## src/rtl/openhmc_top.sv

```systemverilog
// openhmc_top: reduced single-clock openHMC link controller.
//   Link bring-up FSM: RESET -> WAIT_PHY -> TX_NULL -> TS1 -> NULL_RX -> TRET -> ACTIVE.
//   Per-lane TS1 alignment with bit-slip and optional polarity detection.
//   Flit pass-through between the AXI4-Stream user port and the PHY once ACTIVE.
// Ports:
//   clk_hmc, res_hmc (async, active-high)
//   s_axis_tx_*     : TX stream in; accepted only in ACTIVE
//   m_axis_rx_*     : RX stream out; 1-deep holding register
//   phy_*           : lane data, per-lane bit slip / polarity, PHY ready flags
//   P_RST_N, LXRXPS, LXTXPS, FERR_N : HMC sideband
//   rf_*            : register file; 0x0 status, 0x2 control
// Optional feature: define OPENHMC_RX_TOKEN_MON_EN to add a read-only RX
//   flit counter at address 0x3 (otherwise 0x3 is an invalid address).
module openhmc_top #(
   parameter int FPW                  = 2,
   parameter int DWIDTH               = FPW*128,
   parameter int LOG_NUM_LANES        = 4,
   parameter int NUM_LANES            = 2**LOG_NUM_LANES,
   parameter int NUM_DATA_BYTES       = FPW*16,
   parameter int HMC_RF_AWIDTH        = 4,
   parameter int HMC_RF_RWIDTH        = 64,
   parameter int HMC_RF_WWIDTH        = 64,
   parameter int TNULL_CYCLES         = 22,
   parameter int RX_BIT_SLIP_CNT_LOG  = 2,
   parameter int DETECT_LANE_POLARITY = 1
) (
   input  logic                      clk_hmc,
   input  logic                      res_hmc,
   input  logic                      s_axis_tx_TVALID,
   output logic                      s_axis_tx_TREADY,
   input  logic [DWIDTH-1:0]         s_axis_tx_TDATA,
   input  logic [NUM_DATA_BYTES-1:0] s_axis_tx_TUSER,
   output logic                      m_axis_rx_TVALID,
   input  logic                      m_axis_rx_TREADY,
   output logic [DWIDTH-1:0]         m_axis_rx_TDATA,
   output logic [NUM_DATA_BYTES-1:0] m_axis_rx_TUSER,
   output logic [DWIDTH-1:0]         phy_data_tx_link2phy,
   input  logic [DWIDTH-1:0]         phy_data_rx_phy2link,
   output logic [NUM_LANES-1:0]      phy_bit_slip,
   output logic [NUM_LANES-1:0]      phy_lane_polarity,
   input  logic                      phy_tx_ready,
   input  logic                      phy_rx_ready,
   output logic                      phy_init_cont_set,
   output logic                      P_RST_N,
   output logic                      LXRXPS,
   input  logic                      LXTXPS,
   input  logic                      FERR_N,
   input  logic [HMC_RF_AWIDTH-1:0]  rf_address,
   input  logic                      rf_read_en,
   input  logic                      rf_write_en,
   input  logic [HMC_RF_WWIDTH-1:0]  rf_write_data,
   output logic [HMC_RF_RWIDTH-1:0]  rf_read_data,
   output logic                      rf_access_complete,
   output logic                      rf_invalid_address
);

   typedef enum logic [2:0] {
      ST_RESET, ST_WAIT_PHY, ST_TX_NULL, ST_TS1, ST_NULL_RX, ST_TRET, ST_ACTIVE
   } state_t;

   localparam logic [HMC_RF_AWIDTH-1:0] ADDR_STATUS = 'h0;
   localparam logic [HMC_RF_AWIDTH-1:0] ADDR_CTRL   = 'h2;
   localparam logic [HMC_RF_WWIDTH-1:0] CTRL_MASK   = 'h0000_1F1F_00FF_0037;
   localparam logic [7:0] TNULL_LAST = 8'(TNULL_CYCLES - 1);
   localparam logic [RX_BIT_SLIP_CNT_LOG:0] SLIP_HOLD = {1'b1, {RX_BIT_SLIP_CNT_LOG{1'b0}}};

   // Lane-specific TS1 marker nibble.
   function automatic logic [3:0] exp_nib(input int i);
      if (i == 0)                   return 4'h3;
      else if (i == NUM_LANES - 1)  return 4'hC;
      else                          return 4'h5;
   endfunction

   function automatic logic ts1_match(input logic [15:0] w, input logic [3:0] e);
      return (w[15:8] == 8'hF0) && (w[7:4] == e);
   endfunction

   state_t                     state_q, state_d;
   logic [7:0]                 tnull_cnt_q, tnull_cnt_d;
   logic [1:0]                 zero_cnt_q, zero_cnt_d;
   logic [3:0]                 seq_q, seq_d;
   logic [NUM_LANES-1:0]       aligned_q, aligned_d, pol_q, pol_d, slip_q, slip_d;
   logic [RX_BIT_SLIP_CNT_LOG:0] hold_q [NUM_LANES];
   logic [RX_BIT_SLIP_CNT_LOG:0] hold_d [NUM_LANES];
   logic [DWIDTH-1:0]          tx_q, tx_d, rx_data_q, rx_data_d;
   logic                       rx_full_q, rx_full_d, ovf_q, ovf_d, ovf_set, rx_accept;
   logic [HMC_RF_WWIDTH-1:0]   ctrl_q, ctrl_d;
   logic [HMC_RF_RWIDTH-1:0]   rdata_q, rdata_d, status_w, sel_w;
   logic                       done_q, done_d, inv_q, inv_d, addr_ok;
   logic                       phy_ok, rx_zero, rx_pop;
   logic [15:0]                lane_w;
   logic                       unused_ok;

   assign phy_ok  = phy_tx_ready & phy_rx_ready;
   assign rx_zero = (phy_data_rx_phy2link == '0);
   assign rx_pop  = rx_full_q & m_axis_rx_TREADY;
   assign unused_ok = ^s_axis_tx_TUSER;

   // Link FSM plus its counters.
   always_comb begin
      state_d     = state_q;
      tnull_cnt_d = '0;
      zero_cnt_d  = '0;
      seq_d       = '0;
      case (state_q)
         ST_RESET:    if (ctrl_q[0]) state_d = ST_WAIT_PHY;
         ST_WAIT_PHY: if (phy_ok && ctrl_q[1]) state_d = ST_TX_NULL;
         ST_TX_NULL: begin
            tnull_cnt_d = tnull_cnt_q + 8'd1;
            if (tnull_cnt_q == TNULL_LAST) state_d = ST_TS1;
         end
         ST_TS1:      if (&aligned_q) state_d = ST_NULL_RX;
         ST_NULL_RX: if (rx_zero) begin
            zero_cnt_d = zero_cnt_q + 2'd1;
            if (zero_cnt_q == 2'd3) state_d = ST_TRET;
         end
         ST_TRET:     state_d = ST_ACTIVE;
         ST_ACTIVE:   state_d = ST_ACTIVE;
         default:     state_d = ST_RESET;
      endcase
      if (state_q != ST_RESET && !phy_ok) state_d = ST_WAIT_PHY;
      if (!ctrl_q[0]) state_d = ST_RESET;
      // TX data is registered from the next state, so seq starts at 0 on the first TS1 word.
      if (state_d == ST_TS1) seq_d = seq_q + 4'd1;
   end

   // Per-lane alignment: check, slip, then hold off before re-checking.
   always_comb begin
      aligned_d = aligned_q;
      pol_d     = pol_q;
      slip_d    = '0;
      hold_d    = hold_q;
      lane_w    = '0;
      for (int i = 0; i < NUM_LANES; i++) begin
         lane_w = phy_data_rx_phy2link[16*i +: 16];
         if (pol_q[i]) lane_w = ~lane_w;
         if (state_q == ST_RESET) begin
            aligned_d[i] = 1'b0;
            pol_d[i]     = 1'b0;
            hold_d[i]    = '0;
         end else if (state_q == ST_TS1) begin
            if (aligned_q[i]) begin
               hold_d[i] = '0;
            end else if (hold_q[i] != '0) begin
               hold_d[i] = hold_q[i] - 1'b1;
            end else if (ts1_match(lane_w, exp_nib(i))) begin
               aligned_d[i] = 1'b1;
            end else if (DETECT_LANE_POLARITY != 0 && ts1_match(~lane_w, exp_nib(i))) begin
               pol_d[i]     = ~pol_q[i];
               aligned_d[i] = 1'b1;
            end else begin
               slip_d[i] = 1'b1;
               hold_d[i] = SLIP_HOLD;
            end
         end else if (state_q != ST_NULL_RX) begin
            aligned_d[i] = 1'b0;
            hold_d[i]    = '0;
         end
      end
   end

   // TX and RX datapaths.
   always_comb begin
      tx_d = '0;
      if (state_d == ST_TS1) begin
         for (int i = 0; i < NUM_LANES; i++)
            tx_d[16*i +: 16] = {8'hF0, exp_nib(i), seq_q};
      end else if (state_q == ST_ACTIVE && state_d == ST_ACTIVE && s_axis_tx_TVALID) begin
         tx_d = s_axis_tx_TDATA;
      end

      rx_full_d = rx_full_q;
      rx_data_d = rx_data_q;
      ovf_set   = 1'b0;
      rx_accept = 1'b0;
      if (state_q != ST_ACTIVE) begin
         rx_full_d = 1'b0;
      end else begin
         if (rx_pop) rx_full_d = 1'b0;
         if (!rx_zero) begin
            // A pop in the same cycle frees the slot for the new word.
            if (!rx_full_q || rx_pop) begin
               rx_full_d = 1'b1;
               rx_data_d = phy_data_rx_phy2link;
               rx_accept = 1'b1;
            end else begin
               ovf_set = 1'b1;
            end
         end
      end
   end

`ifdef OPENHMC_RX_TOKEN_MON_EN
   logic [31:0] tok_cnt_q, tok_cnt_d;
   assign tok_cnt_d = rx_accept ? tok_cnt_q + 32'(FPW) : tok_cnt_q;
   always_ff @(posedge clk_hmc or posedge res_hmc)
      if (res_hmc) tok_cnt_q <= '0;
      else         tok_cnt_q <= tok_cnt_d;
`else
   logic unused_accept;
   assign unused_accept = rx_accept;
`endif

   // Register file.
   always_comb begin
      status_w        = '0;
      status_w[2:0]   = state_q;
      status_w[3]     = &aligned_q;
      status_w[4]     = FERR_N;
      status_w[5]     = LXTXPS;
      status_w[6]     = ovf_q;
      status_w[31:16] = pol_q;

      addr_ok = 1'b1;
      sel_w   = '0;
      case (rf_address)
         ADDR_STATUS: sel_w = status_w;
         ADDR_CTRL:   sel_w = ctrl_q;
`ifdef OPENHMC_RX_TOKEN_MON_EN
         4'h3:        sel_w = {32'b0, tok_cnt_q};
`endif
         default:     addr_ok = 1'b0;
      endcase

      ctrl_d = ctrl_q;
      if (rf_write_en && rf_address == ADDR_CTRL) ctrl_d = rf_write_data & CTRL_MASK;
      // A set in the same cycle as a clearing read wins so no overflow is lost.
      ovf_d   = (ovf_q & ~(rf_read_en && rf_address == ADDR_STATUS)) | ovf_set;
      rdata_d = (rf_read_en && addr_ok) ? sel_w : '0;
      done_d  = rf_read_en | rf_write_en;
      inv_d   = (rf_read_en | rf_write_en) & ~addr_ok;
   end

   always_ff @(posedge clk_hmc or posedge res_hmc) begin
      if (res_hmc) begin
         state_q     <= ST_RESET;
         tnull_cnt_q <= '0;
         zero_cnt_q  <= '0;
         seq_q       <= '0;
         aligned_q   <= '0;
         pol_q       <= '0;
         slip_q      <= '0;
         for (int i = 0; i < NUM_LANES; i++) hold_q[i] <= '0;
         tx_q        <= '0;
         rx_data_q   <= '0;
         rx_full_q   <= 1'b0;
         ovf_q       <= 1'b0;
         ctrl_q      <= '0;
         rdata_q     <= '0;
         done_q      <= 1'b0;
         inv_q       <= 1'b0;
      end else begin
         state_q     <= state_d;
         tnull_cnt_q <= tnull_cnt_d;
         zero_cnt_q  <= zero_cnt_d;
         seq_q       <= seq_d;
         aligned_q   <= aligned_d;
         pol_q       <= pol_d;
         slip_q      <= slip_d;
         for (int i = 0; i < NUM_LANES; i++) hold_q[i] <= hold_d[i];
         tx_q        <= tx_d;
         rx_data_q   <= rx_data_d;
         rx_full_q   <= rx_full_d;
         ovf_q       <= ovf_d;
         ctrl_q      <= ctrl_d;
         rdata_q     <= rdata_d;
         done_q      <= done_d;
         inv_q       <= inv_d;
      end
   end

   assign s_axis_tx_TREADY     = (state_q == ST_ACTIVE);
   assign m_axis_rx_TVALID     = rx_full_q;
   assign m_axis_rx_TDATA      = rx_data_q;
   assign m_axis_rx_TUSER      = {NUM_DATA_BYTES{rx_full_q}};
   assign phy_data_tx_link2phy = tx_q;
   assign phy_bit_slip         = slip_q;
   assign phy_lane_polarity    = pol_q;
   assign phy_init_cont_set    = ctrl_q[1];
   assign P_RST_N              = ctrl_q[0];
   assign LXRXPS               = ~ctrl_q[2];
   assign rf_read_data         = rdata_q;
   assign rf_access_complete   = done_q;
   assign rf_invalid_address   = inv_q;

endmodule

```

## config.mk

```make
export PLATFORM = sky130hd
export DESIGN_NAME = openhmc_top
export DESIGN_NICKNAME = d
export VERILOG_FILES = /design/src/rtl/openhmc_top.sv
export SDC_FILE = /design/constraint.sdc
export NUM_CORES = 1
export LEC_CHECK = 0
export CAP_MARGIN = 10
export CORE_AREA = 2 2 487 489
export CTS_BUF_LIST = sky130_fd_sc_hd__clkbuf_4 sky130_fd_sc_hd__clkbuf_8 sky130_fd_sc_hd__clkbuf_16
export CTS_CLUSTER_SIZE = 14
export DETAILED_ROUTE_END_ITERATION = 6
export DIE_AREA = 0 0 489 491
export PLACE_DENSITY = 0.35
export SYNTH_ARGS = -nofsm -noshare
export SYNTH_HDL_FRONTEND = slang
export SYNTH_SLANG_ARGS = --single-unit
export TNS_END_PERCENT = 100
```

## constraint.sdc

```tcl
create_clock -name clk_hmc -period 23.3 [get_ports clk_hmc]
set_input_delay 4.66 -clock clk_hmc [delete_from_list [all_inputs] [get_ports clk_hmc]]
set_output_delay 4.66 -clock clk_hmc [all_outputs]
set_load 0.1 [all_outputs]
```

==> impl_results.md, run 1 <==
* EDFF count, synth at 0
* Setup WS pre-CTS at 12.15 ns
* Worst setup SP type: input port
* Critical R2R Launch: aligned_q[11]
* Setup TNS at 0 ns
* Seq/Total Area, Yosys at 0.578
* Max-slew violations at 0
* Dominant synthesized flop cell: dfrtp_1
* Switching power at 0.900 mW
* Internal power at 2.32 mW
* Final core occ at 0.204
* Die area at 240000 um2
* Largest net degree at the start of global routing at 165
* Hpwl dp at 134000 um
* Routed length per instance at 25.3 um
* Switching fraction of total power at 0.279
* CTS root buf: clkbuf_16
* RSZ-0062 raised after global routing: false
* Worst Path Required at 23.91 ns
* Worst VDD drop at 0.0503 mV
* Vias/cell at 3.54
* Maximum Capacitance Violations at 0
* FF-to-FF setup slack at 18.64 ns
* Iter 0 DRT Violations at 1434
* Register area at 17100 um2
* Initial antenna violation count at 85
* Post-DP Area at 44400 um2
* Slew @ Worst Pin at 1.22 ns
* Leakage at 21.6 nW
* Final WS setup at 13.22 ns
* Skew final at 0.0436 ns
* Tcrit/Tclk final at 0.433
* Async SR Flop Fraction at 1.00
* Drt total wl at 168000 um
* Register share of total power at 0.380
* Row count at 178
* Clock-pin slew on the worst setup and hold paths at 0.05 ns
* Status: complete, no violations
* Clk sinks at 685
* GP Congestion at 0.853
* Final Cell Area at 47900 um2
* Worst Hold Class: flop to flop
* Tot Pwr at 3.22 mW
* Via count at 23600
* Comb power frac at 0.112
* Clock network fraction of design power at 0.508
* Post-Syn Area at 29700 um2
* Total number of H-tree levels at 3
* Hold Path Stages at 1
* Clk_lat worst skew at 0.75 ns
* Share of layout cells above drive strength 1 at 0.172
* Post-synth cell types at 72
* Final worst path period need at 10.08 ns
* Setup Crit Path Kind: input port to flop
* Number of global-route vias before repair at 24600
* Gr usage total at 0.136
* Total area of multi-input combinational cells at 11200 um2
* Post-CTS Hold Buffers at 0
* CTS tree: built
* Yosys reg bits at 685
* CP endpoint kind: flop
* Grt ovf at 0
* Cell count after synthesis at 2242
* Total CTS buffers at 98
* Synthesis Warnings at 0
* Maximum clock insertion buffer count at 3
* DIE HEIGHT at 491 um
* Initial core utilization at 0.126
* Port Buf Inserts at 1164
* Highest Clock Rate at 99.2 MHz
* Post-CTS sizing at 0
* Avg Cell Area, Syn at 13.2 um2
* Core footprint at 235000 um2
* Capturing point of the worst reg2reg path: phy_data_tx_link2phy[17]
* First-pass GRT wire length at 226000 um
* Crit path DAT at 10.70 ns
* DRC Markers at 0
* Synth-to-layout area growth at 61.6%
* I/O pins at 1269
* Post-route ant nets at 0
* Die W at 489 um
* Hold wc startpoint: zero_cnt_q[0]
* Max FO, Critical Path at 36
* Cell Pwr Density at 67.3 nW/um2
* Fill cells at 25400
* First drt pass iteration count at 6
* Final nets at 4049
* Post-CTS setup buffers at 0
* Slew HR at 0.187
* # setup viols final at 0
* Final hold violation count at 0
* Depth of the most critical reg-to-reg path at 9
* Min-Delay Endpoint: zero_cnt_q[0]
-- how the worst max path moves through the flow --
| stage | start | endpoint | slack [ns] | depth (start not counted) |
|---|---|---|---|---|
| floorplan | res_hmc | aligned_q[0] | 9.27 | 1 |
| global placement | phy_data_rx_phy2link[198] | m_axis_rx_TDATA[207] | 12.17 | 10 |
| detailed placement | phy_data_rx_phy2link[198] | m_axis_rx_TDATA[201] | 12.15 | 10 |
| CTS | phy_data_rx_phy2link[198] | m_axis_rx_TDATA[196] | 13.00 | 10 |
| global route | phy_data_rx_phy2link[198] | m_axis_rx_TDATA[205] | 12.75 | 10 |
| finish | phy_data_rx_phy2link[198] | m_axis_rx_TDATA[196] | 13.22 | 10 |
-- worst max-delay path: stages --
cell and delay [ns]:
clkdlybuf4s50_1 0.76, nor4_1 0.86, nand4_1 0.43, nor4_1 0.62, nand2_1 0.32, o221ai_4 0.56, buf_4 0.67, buf_4 0.62
buf_4 0.66, mux2_2 0.40
-- layer usage --
layer	global-route usage	vias to the layer above	share of wire
met5	0	-	0.0019
met4	0.0332	48	0.019
met3	0.0495	212	0.091
met2	0.207	999	0.44
met1	0.181	12000	0.45
li1	-	10400	-
-- cells by family after synthesis --
| kind of cell | Yosys count | synth area share |
|---|---|---|
| and+or+nand+nor | 686 | 0.130 |
| AOI/OAI and AO/OA | 335 | 0.0879 |
| other | 1 | 0.000126 |
| buffers and inverters | 205 | 0.0495 |
| xor gates and xnor gates | 15 | 0.00443 |
| muxes | 295 | 0.142 |
| DFF | 685 | 0.578 |
| adders and majority gates | 20 | 0.00844 |
-- stage by stage --
stage / instances / hold WS, ns
final: 6664 / 0.448
after global routing: 6641 / 0.473
after CTS: 6638 / 0.443
after detailed placement: 6457 / 0.434
after global placement: 6457 / 0.432
after floorplan: 2272 / 0.419
-- power groups by stage --
stage               combinational (mW)  sequential, mW  clock, mW
global placement                 0.367            1.25          0
finish                           0.362            1.23       1.64
global route                     0.382            1.23       1.76
floorplan                       0.0935            1.33          0
CTS                              0.369            1.23       1.72
detailed placement               0.368            1.25          0
-- placed cells by master (no fill, tap or decap), types with 11 or more instances in the layout --
| master | synthesis | routed |
|---|---|---|
| a21o_1 | 109 | 109 |
| a21oi_1 | 18 | 18 |
| a22o_1 | 80 | 80 |
| a32o_1 | 11 | 11 |
| and2_1 | 120 | 120 |
| and3_1 | 20 | 18 |
| and4_1 | 14 | 14 |
| buf_4 | 64 | 80 |
| clkbuf_16 | 0 | 99 |
| clkbuf_4 | 0 | 24 |
| clkbuf_8 | 0 | 18 |
| clkdlybuf4s50_1 | 0 | 1124 |
| clkinv_2 | 0 | 16 |
| conb_1 | 1 | 31 |
| dfrtp_1 | 685 | 685 |
| diode_2 | 0 | 26 |
| ha_1 | 20 | 20 |
| inv_1 | 28 | 27 |
| mux2_2 | 38 | 38 |
| mux2_4 | 240 | 240 |
| mux2i_1 | 17 | 17 |
| nand2_1 | 101 | 101 |
| nand3_1 | 34 | 34 |
| nand3b_1 | 18 | 18 |
| nand4_1 | 39 | 39 |
| nor2_1 | 121 | 119 |
| nor3_1 | 45 | 43 |
| nor3b_1 | 14 | 14 |
| nor4_1 | 68 | 61 |
| o21ai_0 | 25 | 25 |
| o22ai_1 | 14 | 14 |
| or2_2 | 14 | 14 |
| or3b_2 | 13 | 13 |
| xor2_1 | 12 | 12 |
-- synthesized netlist by cell type, drive strengths merged, types with 9 or more instances --
cell type  count  area [um2]
ha            20         250
a21oi         18        90.1
nor2b         10        62.6
o211ai        10        75.1
and2         120         751
nand3         34         170
mux2         278        4030
nand3b        18         135
and4          14         123
dfrtp        685       17100
inv           28         105
clkbuf        47         176
nor3b         14         105
nand2        101         379
xor2          12         105
a32o          11         110
and3          20         125
or2           15        93.8
nor3          45         225
or3            9        56.3
mux2i         17         170
nor4          69         438
o21ai         25         125
o22ai         14        87.6
a21o         109         818
nand4         39         244
or3b          13         114
a22o          80         701
o2bb2ai        9        78.8
nor2         121         454
buf          130        1190
-- area by class of cell --
type | instances | share of cell area
repair buffers | 1212 | 0.249
flip-flops and latches | 685 | 0.358
multi-input cells | 1382 | 0.234
clock inverters | 40 | 0.0126
clock buffers | 141 | 0.0606
inverters | 28 | 0.00227
diodes | 26 | 0.00136
well taps | 3150 | 0.0822
-- sequential cells by signal, summed over array words and instances (netlist names), 2 cells and up --
| name | cells |
|---|---|
| phy_lane_polarity | 16 |
| seq_q | 4 |
| hold_q | 48 |
| tnull_cnt_q | 8 |
| state_q | 3 |
| phy_data_tx_link2phy | 256 |
| m_axis_rx_TDATA | 256 |
| ctrl_q | 23 |
| rf_read_data | 33 |
| aligned_q | 16 |
| zero_cnt_q | 2 |
| phy_bit_slip | 16 |
(Power assumes the default switching activity.)
==> run 2: changes to the inputs <==
Settings changed: CORE_AREA 2 2 487 489 to 2 2 495 497, DIE_AREA 0 0 489 491 to 0 0 497 499, PLACE_DENSITY 0.35 to 0.33.
Clock period 23.3 ns to 10.1 ns, I/O delays scaled along.
==> impl_results.md, run 2 (same netlist as run 1, synthesis figures left out) <==
* Gr usage total at 0.130
* Highest Clock Rate at 168 MHz
* Internal power at 5.19 mW
* Comb power frac at 0.114
* Port Buf Inserts at 1164
* Slew @ Worst Pin at 1.24 ns
* Leakage at 21.5 nW
* Setup Crit Path Kind: input port to flop
* Final worst path period need at 5.94 ns
* Setup TNS at 0 ns
* DIE HEIGHT at 499 um
* # setup viols final at 0
* Synth-to-layout area growth at 61.5%
* GP Congestion at 0.852
* Worst VDD drop at 0.114 mV
* Number of global-route vias before repair at 24100
* Depth of the most critical reg-to-reg path at 8
* DRC Markers at 0
* RSZ-0062 raised after global routing: false
* Iter 0 DRT Violations at 1350
* Share of layout cells above drive strength 1 at 0.166
* Post-CTS sizing at 0
* Cell Pwr Density at 151 nW/um2
* Final hold violation count at 0
* Slew HR at 0.164
* Critical R2R Launch: tnull_cnt_q[5]
* Core footprint at 243000 um2
* Switching power at 2.03 mW
* Post-CTS Hold Buffers at 0
* Die area at 248000 um2
* Clock-pin slew on the worst setup and hold paths at 0.05 ns
* Most common cell after layout, fill and taps aside: clkdlybuf4s50_1
* Most frequent cells in the layout: clkdlybuf4s50_1 (1139), dfrtp_1 (685), mux2_4 (240)
* Maximum clock insertion buffer count at 3
* Post-route ant nets at 0
* Final core occ at 0.197
* I/O pins at 1269
* Clock network fraction of design power at 0.494
* Largest net degree at the start of global routing at 190
* Total CTS buffers at 99
* Grt ovf at 0
* M2 GR Usage at 0.204
* Post-DP Area at 44500 um2
* Clk sinks at 685
* First drt pass iteration count at 5
* Fill cells at 26300
* CP endpoint kind: flop
* Vias/cell at 3.47
* Min-Delay Endpoint: zero_cnt_q[0]
* Post-CTS setup buffers at 0
* Final WS setup at 4.16 ns
* FF-to-FF setup slack at 6.24 ns
* Final Cell Area at 47900 um2
* Register area at 17100 um2
* Capturing point of the worst reg2reg path: phy_data_tx_link2phy[180]
* Layout Cells excl Fill at 6695
* Initial core utilization at 0.122
* Crit path DAT at 6.56 ns
* Met3 usage at 0.0520
* Hold Path Stages at 1
* Row count at 181
* Final nets at 4047
* Initial antenna violation count at 91
* Worst Hold Class: flop to flop
* Total area of multi-input combinational cells at 11200 um2
* GRT Max-Usage Layer: met2
* Max-slew violations at 0
* Via count at 23200
* Hold wc startpoint: zero_cnt_q[0]
* Die W at 497 um
* Worst Path Required at 10.71 ns
* Status: complete, no violations
* Routed length per instance at 24.9 um
* CTS root buf: clkbuf_16
* Drt total wl at 166000 um
* Tcrit/Tclk final at 0.588
* Maximum Capacitance Violations at 0
* Total number of H-tree levels at 3
* Clk_lat worst skew at 0.77 ns
* Max FO, Critical Path at 32
* CTS tree: built
* Cells after DPL at 6505
* Switching fraction of total power at 0.281
* Worst setup SP type: input port
* Grt met1 use at 0.167
* First-pass GRT wire length at 223000 um
* Register share of total power at 0.392
* Skew final at 0.0846 ns
* Setup WS pre-CTS at 2.70 ns
* Hpwl dp at 131000 um
[run 2: cell types whose count changed in the layout (fill, tap and decap cells not counted), moves of 5 or more]
cell             before   now
clkinvlp_4            7     2
buf_4                80    57
diode_2              26    15
bufinv_16            10     2
buf_12                3    10
clkdlybuf4s50_1    1124  1139
[run 2: power groups by stage]
stage	Clock, mW	Combinational (mW)	Sequential [mW]
5_1_grt	3.84	0.873	2.83
3_5_place_dp	0	0.839	2.87
3_3_place_gp	0	0.840	2.87
2_1_floorplan	0	0.216	3.06
6_report	3.56	0.825	2.83
4_1_cts	3.75	0.842	2.83
[run 2: layout make-up]
class / instances / share of cell area
repair buffers: 1209 / 0.251
well taps: 3202 / 0.0836
inverters: 28 / 0.00227
flip-flops and latches: 685 / 0.358
diodes: 15 / 0.000784
clock inverters: 28 / 0.00755
multi-input cells: 1382 / 0.234
clock buffers: 146 / 0.0621
[run 2: layer usage]
metal,vias to the layer above,part of all wire
met5,-,0.0020
met4,52,0.018
met3,233,0.096
met2,940,0.45
met1,11600,0.43
li1,10400,-
[run 2: worst max-delay path by stage]
stage	from	depth (start not counted)	endpoint
floorplan	res_hmc	1	aligned_q[0]
global placement	phy_data_rx_phy2link[31]	8	m_axis_rx_TDATA[202]
detailed placement	phy_data_rx_phy2link[31]	8	m_axis_rx_TDATA[200]
CTS	phy_data_rx_phy2link[31]	8	m_axis_rx_TDATA[200]
global route	phy_data_rx_phy2link[31]	9	m_axis_rx_TDATA[196]
finish	phy_data_rx_phy2link[31]	9	m_axis_rx_TDATA[204]
[run 2: per-stage QoR]
stage	power, mW	hold WS [ns]
floorplan	3.27	0.419
global placement	3.71	0.434
detailed placement	3.71	0.436
CTS	7.41	0.447
global route	7.55	0.480
finish	7.22	0.442
[run 2: critical path: stages]
cell and delay [ns]:
clkdlybuf4s50_1 0.58, nor4_1 1.10, nand4_1 0.39, nor4_1 0.45, nand3_1 0.34, o221ai_4 0.39
buf_12 0.23, buf_4 0.55, mux2_2 0.40
==> run 3: changes to the inputs <==
Settings changed: CORE_AREA 2 2 495 497 to 2 2 487 489, DIE_AREA 0 0 497 499 to 0 0 489 491, PLACE_DENSITY 0.33 to 0.35.
Clock period 10.1 ns to 5.4 ns, I/O delays scaled along.
==> impl_results.md, run 3 (same netlist as run 1, synthesis figures left out) <==
* GP Congestion at 0.833
* Hpwl dp at 135000 um
* Total CTS buffers at 97
* CP endpoint kind: flop
* Total number of H-tree levels at 3
* Row count at 178
* Worst setup SP type: input port
* Post-route ant nets at 0
* Share of layout cells above drive strength 1 at 0.180
* Grt ovf at 0
* Drt total wl at 169000 um
* DIE HEIGHT at 491 um
* # setup viols final at 0
* Most common cell after layout, fill and taps aside: clkdlybuf4s50_1
* First-pass GRT wire length at 225000 um
* Initial core utilization at 0.126
* Cell Pwr Density at 284 nW/um2
* Post-CTS setup buffers at 0
* Synth-to-layout area growth at 62.6%
* Final hold violation count at 0
* Highest Clock Rate at 229 MHz
* Skew final at 0.0378 ns
* Register area at 17100 um2
* Final Cell Area at 48200 um2
* Final worst path period need at 4.36 ns
* Maximum Capacitance Violations at 0
* Slew HR at 0.198
* Layout Cells excl Fill at 6697
* Iter 0 DRT Violations at 1255
* Routed length per instance at 25.2 um
* Cells after DPL at 6484
* Clk_lat worst skew at 0.75 ns
* Post-DP Area at 44700 um2
* Maximum clock insertion buffer count at 3
* Critical R2R Launch: tnull_cnt_q[5]
* Core footprint at 235000 um2
* Final nets at 4075
* Leakage at 21.8 nW
* Slew @ Worst Pin at 1.20 ns
* Capturing point of the worst reg2reg path: phy_data_tx_link2phy[227]
* Worst Hold Class: flop to flop
* Vias/cell at 3.55
* Tcrit/Tclk final at 0.808
* Max-slew violations at 0
* Max FO, Critical Path at 57
* FF-to-FF setup slack at 2.21 ns
* Worst Path Required at 6.01 ns
* Fill cells at 25400
* Status: complete, no violations
* CTS root buf: clkbuf_16
* Hold Path Stages at 1
* Gr usage total at 0.137
* CTS tree: built
* I/O pins at 1269
* Min-Delay Endpoint: zero_cnt_q[0]
* Port Buf Inserts at 1164
* Setup WS pre-CTS at 0.105 ns
* Initial antenna violation count at 98
* Post-CTS Hold Buffers at 0
* DRC Markers at 0
* Die W at 489 um
* Via count at 23800
* Total area of multi-input combinational cells at 11200 um2
* Largest net degree at the start of global routing at 165
* Worst VDD drop at 0.239 mV
* RSZ-0062 raised after global routing: false
* Clock-pin slew on the worst setup and hold paths at 0.06 ns
* Clk sinks at 685
* Post-CTS sizing at 0
* Depth of the most critical reg-to-reg path at 7
* Most frequent cells in the layout: clkdlybuf4s50_1 (1116), dfrtp_1 (685), mux2_4 (240)
* Die area at 240000 um2
* Number of global-route vias before repair at 24500
* Final WS setup at 1.04 ns
* Setup Crit Path Kind: input port to flop
* Hold wc startpoint: zero_cnt_q[0]
* Setup TNS at 0 ns
* First drt pass iteration count at 5
* Worst setup path start: phy_data_rx_phy2link[28]
* Crit path DAT at 4.97 ns
-- run 3: changes by cell type in the layout (fill, tap and decap cells not counted), sizes merged --
cell	before	now
clkinv	24	23
bufinv	2	7
clkinvlp	2	4
inv	28	30
clkdlybuf4s50	1139	1116
clkbuf	146	139
buf	70	123
diode	15	38
-- run 3: final cells by class --
type,count,share of cell area
Tap cell,3150,0.0817
Antenna cell,38,0.00197
Clock buffer,139,0.0600
Sequential cell,685,0.356
Multi-Input combinational cell,1382,0.233
Clock inverter,36,0.00996
Timing Repair Buffer,1239,0.256
Inverter,28,0.00226
-- run 3: routing by layer --
metal / vias up / track usage / part of all wire
met2: 1072 / 0.206 / 0.43
met4: 64 / 0.0347 / 0.020
li1: 10400 / - / -
met1: 12000 / 0.182 / 0.44
met5: - / 0 / 0.0024
met3: 210 / 0.0517 / 0.10
-- run 3: where the power goes --
group	internal, mW	leakage, nW	switching [mW]
clock	4.07	1.68	2.74
combinational	0.568	10.6	1.00
sequential	5.23	9.51	0.0649
-- run 3: worst max-delay path, stage by stage --
cell             delay, ns
clkdlybuf4s50_1       0.60
nor4_1                0.82
nand4_1               0.18
nor4_1                0.61
nand2_1               0.36
o221ai_4              0.28
buf_12                0.19
buf_12                0.38
mux2_2                0.38
-- run 3: metrics by stage --
step | hold slack (ns) | util | total power [mW]
floorplan | 0.419 | - | 6.12
global placement | 0.441 | 0.191 | 6.98
detailed placement | 0.436 | 0.191 | 6.98
CTS | 0.453 | 0.205 | 14.0
global route | 0.468 | 0.205 | 14.3
finish | 0.450 | 0.206 | 13.7
-- run 3: worst max path at each step --
stage / endpoint / slack [ns]
6_report: m_axis_rx_TDATA[208] / 1.04
2_1_floorplan: aligned_q[0] / -5.05
5_1_grt: m_axis_rx_TDATA[208] / 0.91
4_1_cts: m_axis_rx_TDATA[117] / 0.95
3_5_place_dp: m_axis_rx_TDATA[119] / 0.10
3_3_place_gp: m_axis_rx_TDATA[237] / 0.09
